<file path="config.mk">
export PLATFORM = sky130hd
export DESIGN_NAME = fetch_ifid_stage_flat
export DESIGN_NICKNAME = d
export VERILOG_FILES = /design/src/rtl/fetch_ifid_if.sv /design/src/rtl/fetch_ifid_stage.sv /design/src/flat_wrapper.sv
export SDC_FILE = /design/constraint.sdc
export NUM_CORES = 1
export LEC_CHECK = 0
export BUFFER_PORTS_ARGS = -buffer_cell sky130_fd_sc_hd__buf_2
export CAP_MARGIN = 15
export CORE_MARGIN = 1.5
export CORE_UTILIZATION = 40
export CTS_CLUSTER_DIAMETER = 30
export DETAILED_ROUTE_END_ITERATION = 10
export PLACE_DENSITY = 0.72
export SLEW_MARGIN = 20
export SYNTH_ARGS = -nofsm -noshare
export SYNTH_HDL_FRONTEND = slang
export SYNTH_SLANG_ARGS = --single-unit
</file>
<file path="constraint.sdc">
create_clock -name clk -period 1.7 [get_ports clk]
set_clock_uncertainty 0.15 [all_clocks]
set_input_delay 0.085 -clock clk [delete_from_list [all_inputs] [get_ports clk]]
set_output_delay 0.085 -clock clk [all_outputs]
set_load 0.05 [all_outputs]
</file>
<file path="src/rtl/fetch_ifid_if.sv">
// Fetch/IF-ID bus: hazard-control inputs, instruction-memory port and the latched IF/ID view.
// The master modport is the fetch stage; the slave modport is the surrounding pipeline/memory.
interface fetch_ifid_if #(parameter int PC_W = 16);
  logic            NoOp;
  logic            BranchTaken;
  logic [PC_W-1:0] BranchTarget;
  logic [PC_W-1:0] imem_addr;
  logic [15:0]     imem_data;
  logic [15:0]     IFIDinstr;
  logic [PC_W-1:0] IFIDpc2;
  logic            IFIDvalid;
  logic [3:0]      IFIDrd;
  logic [3:0]      IFIDrs;
  logic [3:0]      IFIDrt;
  logic            IFIDBranch;
  logic            IFIDMemWrite;
  logic            halted;

  modport master (
    input  NoOp, BranchTaken, BranchTarget, imem_data,
    output imem_addr, IFIDinstr, IFIDpc2, IFIDvalid, IFIDrd, IFIDrs, IFIDrt,
           IFIDBranch, IFIDMemWrite, halted
  );

  modport slave (
    output NoOp, BranchTaken, BranchTarget, imem_data,
    input  imem_addr, IFIDinstr, IFIDpc2, IFIDvalid, IFIDrd, IFIDrs, IFIDrt,
           IFIDBranch, IFIDMemWrite, halted
  );
endinterface

</file>
<file path="src/rtl/fetch_ifid_stage.sv">
// Fetch stage + IF/ID register for the 16-bit CPU, with a RUN/HALTED FSM for HLT draining.
// Optional IF_PERF_CNT_EN adds saturating stall_cnt/flush_cnt outputs.
module fetch_ifid_stage #(
  parameter int              PC_W     = 16,
  parameter logic [PC_W-1:0] RESET_PC = '0,
  parameter logic [15:0]     NOP_WORD = 16'h0000
) (
  input  logic              clk,
  input  logic              rst,
`ifdef IF_PERF_CNT_EN
  output logic [15:0]       stall_cnt,
  output logic [15:0]       flush_cnt,
`endif
  fetch_ifid_if.master      bus
);

  typedef enum logic {S_RUN, S_HALTED} state_t;

  state_t          r_state, w_state_nxt;
  logic [PC_W-1:0] r_pc, w_pc_nxt, w_pc_inc;
  logic [PC_W-1:0] r_pc2, w_pc2_nxt;
  logic [15:0]     r_instr, w_instr_nxt;
  logic            r_valid, w_valid_nxt;
  logic [3:0]      w_op;
  logic            w_fetch_hlt;

  assign w_pc_inc    = r_pc + PC_W'(2);
  assign w_fetch_hlt = (bus.imem_data[15:12] == 4'hF);

  // Priority: flush > stall > halted bubble > fetch (HLT parks the PC on itself).
  always_comb begin
    w_state_nxt = r_state;
    w_pc_nxt    = r_pc;
    w_pc2_nxt   = r_pc2;
    w_instr_nxt = r_instr;
    w_valid_nxt = r_valid;
    if (bus.BranchTaken) begin
      w_pc_nxt    = bus.BranchTarget;
      w_instr_nxt = NOP_WORD;
      w_valid_nxt = 1'b0;
      w_state_nxt = S_RUN;
    end else if (bus.NoOp) begin
      w_state_nxt = r_state;
    end else if (r_state == S_HALTED) begin
      w_instr_nxt = NOP_WORD;
      w_valid_nxt = 1'b0;
    end else begin
      w_instr_nxt = bus.imem_data;
      w_pc2_nxt   = w_pc_inc;
      w_valid_nxt = 1'b1;
      if (w_fetch_hlt) w_state_nxt = S_HALTED;
      else             w_pc_nxt    = w_pc_inc;
    end
  end

  always_ff @(posedge clk) begin
    if (rst) begin
      r_state <= S_RUN;
      r_pc    <= RESET_PC;
      r_pc2   <= '0;
      r_instr <= NOP_WORD;
      r_valid <= 1'b0;
    end else begin
      r_state <= w_state_nxt;
      r_pc    <= w_pc_nxt;
      r_pc2   <= w_pc2_nxt;
      r_instr <= w_instr_nxt;
      r_valid <= w_valid_nxt;
    end
  end

`ifdef IF_PERF_CNT_EN
  logic [15:0] r_stall_cnt, r_flush_cnt;
  always_ff @(posedge clk) begin
    if (rst) begin
      r_stall_cnt <= '0;
      r_flush_cnt <= '0;
    end else begin
      if (bus.NoOp && !bus.BranchTaken && r_stall_cnt != 16'hFFFF)
        r_stall_cnt <= r_stall_cnt + 16'd1;
      if (bus.BranchTaken && r_flush_cnt != 16'hFFFF)
        r_flush_cnt <= r_flush_cnt + 16'd1;
    end
  end
  assign stall_cnt = r_stall_cnt;
  assign flush_cnt = r_flush_cnt;
`endif

  // Decode is masked by valid so bubbles never look like hazards.
  assign w_op             = r_instr[15:12];
  assign bus.imem_addr    = r_pc;
  assign bus.IFIDinstr    = r_instr;
  assign bus.IFIDpc2      = r_pc2;
  assign bus.IFIDvalid    = r_valid;
  assign bus.IFIDrd       = r_valid ? r_instr[11:8] : 4'h0;
  assign bus.IFIDrs       = r_valid ? r_instr[7:4]  : 4'h0;
  assign bus.IFIDrt       = r_valid ? r_instr[3:0]  : 4'h0;
  assign bus.IFIDBranch   = r_valid && (w_op == 4'hC || w_op == 4'hD);
  assign bus.IFIDMemWrite = r_valid && (w_op == 4'h9);
  assign bus.halted       = (r_state == S_HALTED);

endmodule

</file>
<file path="src/flat_wrapper.sv">
// flat-port wrapper written by rule: the top's interface ports become plain ports
module fetch_ifid_stage_flat 
#(
  parameter int              PC_W     = 16,
  parameter logic [PC_W-1:0] RESET_PC = '0,
  parameter logic [15:0]     NOP_WORD = 16'h0000
)
  (clk, rst, bus_NoOp, bus_BranchTaken, bus_BranchTarget, bus_imem_data, bus_imem_addr, bus_IFIDinstr, bus_IFIDpc2, bus_IFIDvalid, bus_IFIDrd, bus_IFIDrs, bus_IFIDrt, bus_IFIDBranch, bus_IFIDMemWrite, bus_halted);
  fetch_ifid_if #(.PC_W(PC_W)) bus_i ();
  input  logic clk;
  input  logic rst;
  input wire logic [$bits(bus_i.NoOp)-1:0] bus_NoOp;
  input wire logic [$bits(bus_i.BranchTaken)-1:0] bus_BranchTaken;
  input wire logic [$bits(bus_i.BranchTarget)-1:0] bus_BranchTarget;
  input wire logic [$bits(bus_i.imem_data)-1:0] bus_imem_data;
  output wire logic [$bits(bus_i.imem_addr)-1:0] bus_imem_addr;
  output wire logic [$bits(bus_i.IFIDinstr)-1:0] bus_IFIDinstr;
  output wire logic [$bits(bus_i.IFIDpc2)-1:0] bus_IFIDpc2;
  output wire logic [$bits(bus_i.IFIDvalid)-1:0] bus_IFIDvalid;
  output wire logic [$bits(bus_i.IFIDrd)-1:0] bus_IFIDrd;
  output wire logic [$bits(bus_i.IFIDrs)-1:0] bus_IFIDrs;
  output wire logic [$bits(bus_i.IFIDrt)-1:0] bus_IFIDrt;
  output wire logic [$bits(bus_i.IFIDBranch)-1:0] bus_IFIDBranch;
  output wire logic [$bits(bus_i.IFIDMemWrite)-1:0] bus_IFIDMemWrite;
  output wire logic [$bits(bus_i.halted)-1:0] bus_halted;
  assign bus_i.NoOp = bus_NoOp;
  assign bus_i.BranchTaken = bus_BranchTaken;
  assign bus_i.BranchTarget = bus_BranchTarget;
  assign bus_i.imem_data = bus_imem_data;
  assign bus_imem_addr = bus_i.imem_addr;
  assign bus_IFIDinstr = bus_i.IFIDinstr;
  assign bus_IFIDpc2 = bus_i.IFIDpc2;
  assign bus_IFIDvalid = bus_i.IFIDvalid;
  assign bus_IFIDrd = bus_i.IFIDrd;
  assign bus_IFIDrs = bus_i.IFIDrs;
  assign bus_IFIDrt = bus_i.IFIDrt;
  assign bus_IFIDBranch = bus_i.IFIDBranch;
  assign bus_IFIDMemWrite = bus_i.IFIDMemWrite;
  assign bus_halted = bus_i.halted;
  fetch_ifid_stage #(.PC_W(PC_W), .RESET_PC(RESET_PC), .NOP_WORD(NOP_WORD)) u_core (.clk(clk), .rst(rst), .bus(bus_i));
endmodule
</file>
* After elaboration in Yosys (flattened, before gate mapping)
Index checks and enable logic that the tools add are counted.
** Storage, ports and cells
- Register bits :: 50
- Input bits :: 36
** Cells by class
- Add/subtract/negate cells :: 1
- Eq/ne operators :: 7
- Muxes and demuxes :: 11
- Bitwise gates (word level) :: 3
- Reductions and logical operators :: 6
** Operators by type and width (number)
- $mux 16 :: 5
- $add 16x2->16 const B :: 1
- $eq 4x4->1 const B :: 4
- $mux 4 :: 3
- $reduce_and 3->1 :: 2
- $ne 2x2->1 const B :: 2
- $mux 1 :: 3
- $not 1->1 :: 3
- $logic_and 1x1->1 :: 2
- $ne 2x1->1 const B :: 1
- $reduce_or 2->1 :: 1
- $logic_or 1x1->1 :: 1

* Longest topological paths before layout
- Word-level depth :: 5
- Gate-level depth with buffers :: 6
- Gate-level depth less buffers :: 5

* Worst setup path after synthesis
No wires, ideal clock.
- Path type :: register to output
- Start point :: reg u_core.r_valid, in the netlist u_core.bus.IFIDvalid
- End point :: out bus_IFIDMemWrite
- Arrival :: 2.447 ns
- Setup slack :: -0.982 ns
- Cell stages (with the launch flop) :: 3
- Path buffers :: 0
- Cells stage by stage :: dfxtp_1 > nand2_1 > nor4b_1
** On the way
- Longest elaborated chain between the ends :: 1
** Ends and longest elaborated chain
- start: declaration :: RTL line fetch_ifid_stage.sv:23 : logic r_valid, w_valid_nxt;
- start signal: assignment :: RTL line fetch_ifid_stage.sv:68 : r_valid <= w_valid_nxt;
- $logic_and 1x1->1 :: RTL line fetch_ifid_stage.sv:99 : assign bus.IFIDMemWrite = r_valid && (w_op == 4'h9);
- end: declaration :: RTL line flat_wrapper.sv:24 : output wire logic [$bits(bus_i.IFIDMemWrite)-1:0] bus_IFIDMemWrite;
No other way between the ends.

* Worst setup path after layout
- Start point :: reg u_core.r_pc[2], in the netlist u_core.bus.imem_addr[2]
- End point :: reg u_core.r_pc[13], in the netlist u_core.bus.imem_addr[13]
** On the way
- Longest elaborated chain between the ends :: 5
** Ends and longest elaborated chain
- start: declaration :: RTL line fetch_ifid_stage.sv:20 : logic [PC_W-1:0] r_pc, w_pc_nxt, w_pc_inc;
- start signal: assignment :: RTL line fetch_ifid_stage.sv:65 : r_pc <= w_pc_nxt;
- $add 16x2->16 :: RTL line fetch_ifid_stage.sv:27 : assign w_pc_inc = r_pc + PC_W'(2);
- $mux 16 :: RTL line fetch_ifid_stage.sv:51 : if (w_fetch_hlt) w_state_nxt = S_HALTED;
- $mux 16 :: RTL line fetch_ifid_stage.sv:44 : end else if (r_state == S_HALTED) begin
- $mux 16 :: RTL line fetch_ifid_stage.sv:42 : end else if (bus.NoOp) begin
- $mux 16 :: RTL line fetch_ifid_stage.sv:37 : if (bus.BranchTaken) begin
No other way between the ends. The select of a mux whose other input is x is not followed.
A chain may end at the register's enable or synchronous reset.

==> results.md <==
* R2R Path Start: u_core.bus.imem_addr[2]
* First-pass GRT wire length at 10.7 mm
* Design Power at 2.72 mW
* Syn nets at 303
* Seq/Total Area, Yosys at 0.439
* Clock sink count at 50
* Count of different cell masters after synthesis at 36
* Final worst setup slack at -0.107 ns
* Int Pwr at 1.82 mW
* Tightest Hold Check Type: input pin to register
* Pleak at 1.61 nW
* Gp weighted congestion at 0.817
* Core footprint at 5510 um2
* Synthesis-to-finish area growth at 60.9%
* Wire length per cell at 14.3 um
* Number of global-route vias before repair at 2289
* Critical path type: register to register
* FF-to-FF path depth at 5
* End of the worst register-to-register path: u_core.bus.imem_addr[13]
* All-Layer GR Usage at 0.220
* Worst slack, placed at -0.144 ns
* Clock tree buffer depth at 2
* Sequential Area at 1040 um2
* DP Cell Count at 445
* Pin count of the biggest net entering global routing at 31
* #FFs+latches synth at 50
* Initial antenna violation count at 0
* CTS root buf: clkbuf_8
* DRT antenna net count at 0
* Die span in y at 78.5 um
* Failing checks: negative setup slack
* Grt ovf at 0
* Syn. warnings at 0
* Period minus WS final at 1.81 ns
* M1 GR Usage at 0.284
* Highest clock rate at 0.553 GHz
* Post-Syn Instances at 266
* Endpoints failing setup at 5
* H-Tree Depth at 2
* Vias/cell at 5.14
* Slew Limit Fails at 0
* DRC viols at 0
* Fillcell total at 436
* Clk Latency, worst-skew pair at 0.31 ns
* Setup TNS at -0.308 ns
* Via count at 2529
* Crit path to: u_core.bus.imem_addr[13]
* Switching Fraction at 0.332
* Synth Area per Inst at 8.58 um2
* Status: finished with violations
* Detailed placer's ending HPWL at 4.44 mm
* Comb pwr share at 0.262
* # port buffers at 99
* Reg2Reg Setup Slack at -0.11 ns
* Area of the multi-input gates at 1310 um2
* Max FO, Critical Path at 4
* TritonCTS clock tree: done
* CP startpoint: u_core.bus.imem_addr[2]
* Fin. Hold Viols at 0
* Max-Cap Viols at 0
* CP Launch Type: register
* DR pass1 iterations at 4
* Setup crit end kind: register
* Die Area at 6170 um2
* Clk pwr share at 0.267
* RSZ-0062 raised after global routing: true
* Row cnt at 27
* Io pins at 100
* Slew headroom at 0.771
* Worst Max-Slew Pin Slew at 0.340 ns
* CTS clk-pin slew, worst paths at 0.09 ns
* Met3 usage at 0.0488
* Initial core utilization at 0.414
* Die width at 78.5 um
* Starting DRT DRC Count at 113
* CP arrival at 1.85 ns
* NetSw at 0.902 mW
* GR Layer Usage met2 at 0.356
* Pwr dens at 741 nW/um2
* Fraction of layout cells with a size suffix above 1 at 0.426
* Sequential share of power at 0.472
* CTS Buf Count at 5
* CP Data Required Time at 1.75 ns
* Antenna diodes at 0
* Final wirelength at 7.02 mm
* Most Crowded Layer GR: met2
* Max rail drop VDD at 0.000539 V
* Final cell count without fillers at 492
* Nets@finish at 456
* Post-Syn Area at 2280 um2
* Tcrit/Tclk final at 1.06
critical path, stage by stage (launching register included):
cell	delay (ns)
dfxtp_4	0.39
ha_4	0.14
and4_4	0.24
nand4_1	0.12
or3_1	0.34
a311oi_1	0.31
how the worst min path moves through the flow:
| stage | start | to | cells after the start |
|---|---|---|---|
| 2_1_floorplan | rst | u_core.bus.imem_addr[2] | 1 |
| 3_5_place_dp | bus_imem_data[1] | u_core.bus.IFIDinstr[1] | 3 |
| 5_1_grt | rst | u_core.bus.IFIDpc2[3] | 2 |
| 6_report | rst | u_core.bus.IFIDpc2[13] | 2 |
| 3_3_place_gp | bus_imem_data[6] | u_core.bus.IFIDinstr[6] | 3 |
| 4_1_cts | rst | u_core.bus.IFIDpc2[5] | 2 |
metrics by stage:
step,utilization,area [um2],hold WS (ns)
6_report,0.667,3670,0.0173
5_1_grt,0.667,3670,0.0296
4_1_cts,0.656,3610,0.00963
3_5_place_dp,0.566,3120,0.175
3_3_place_gp,0.566,3120,0.164
2_1_floorplan,-,2400,-0.00260
power groups by stage:
stage               clock network, mW  logic, mW  registers (mW)
detailed placement                  0      0.624            1.31
CTS                             0.736      0.693            1.28
floorplan                           0      0.197            1.54
global placement                    0      0.619            1.31
finish                          0.725      0.711            1.28
global route                    0.783      0.755            1.29
cell usage after synthesis:
cell	count	share of area
or2_2	2	0.0055
a22oi_1	16	0.053
dfxtp_1	50	0.44
nand3b_1	1	0.0033
or2_0	1	0.0027
xnor2_1	7	0.027
nor3b_1	1	0.0033
nand2_1	12	0.020
buf_1	1	0.0016
or3_1	3	0.0082
nor2_1	51	0.084
or4_1	3	0.0099
buf_6	1	0.0049
a311oi_1	9	0.035
and4_2	1	0.0044
nor3_1	4	0.0088
nand4_1	7	0.019
and2_1	13	0.036
inv_1	1	0.0016
o31ai_1	4	0.013
nand3_2	1	0.0044
nor4b_1	1	0.0038
nand3_1	5	0.011
and3_1	1	0.0027
a211oi_1	20	0.066
o21ai_0	6	0.013
and4_1	3	0.012
ha_1	1	0.0055
or3_2	1	0.0033
buf_2	3	0.0066
clkbuf_1	17	0.028
xor2_1	12	0.046
nor4_1	2	0.0055
a21oi_1	3	0.0066
buf_4	1	0.0033
mux2i_1	1	0.0044
area by class of cell:
class	count	share of cell area
flip-flops and latches	50	0.284
clock buffers	6	0.0225
multi-input cells	192	0.357
well taps	72	0.0245
clock inverters	2	0.00341
inverters	1	0.00102
repair buffers	169	0.308
cells in the final DEF, fill, tap and decap left out, types with 5 or more instances in the layout:
| cell | instances |
|---|---|
| a311oi_1 | 5 |
| xor2_1 | 12 |
| o21ai_0 | 6 |
| and2_1 | 13 |
| a211oi_1 | 20 |
| clkbuf_8 | 6 |
| buf_4 | 32 |
| a22oi_1 | 16 |
| nor2_1 | 49 |
| dfxtp_1 | 37 |
| nand4_1 | 7 |
| buf_2 | 99 |
| xnor2_1 | 7 |
| nand3_1 | 5 |
| dlygate4sd3_1 | 34 |
| nand2_1 | 9 |
| dfxtp_4 | 10 |
per-layer routing:
metal | routed length, um | share of wire
met1 | 3060 | 0.44
met2 | 3380 | 0.48
met3 | 436 | 0.062
met4 | 146 | 0.021
met5 | 0 | 0
state kept, by name, summed over array words and instances (netlist names):
signal	cells
u_core.bus.IFIDinstr	16
u_core.bus.halted	1
u_core.bus.IFIDpc2	16
u_core.bus.imem_addr	16
u_core.bus.IFIDvalid	1
cells by family (layout without fill, tap and decap cells):
| kind of cell | count (synthesis) | count (layout) | share of synthesized area |
|---|---|---|---|
| XOR/XNOR | 19 | 19 | 0.0729 |
| AND/OR/NAND/NOR | 113 | 113 | 0.247 |
| adder cells (fa/ha/maj) | 1 | 1 | 0.00548 |
| buffers and inverters | 24 | 178 | 0.0460 |
| multiplexers | 1 | 1 | 0.00439 |
| flip-flops | 50 | 50 | 0.439 |
| AO/OA/AOI/OAI | 58 | 58 | 0.186 |
what timing repair did:
item,CTS,global route
hold endpoints to repair,33,0
gates resized for setup,9,11
buffers inserted,4,1
endpoints found under the setup margin,7,11
hold buffers,34,0
pin swaps,12,5
(Power assumes the default switching activity.)
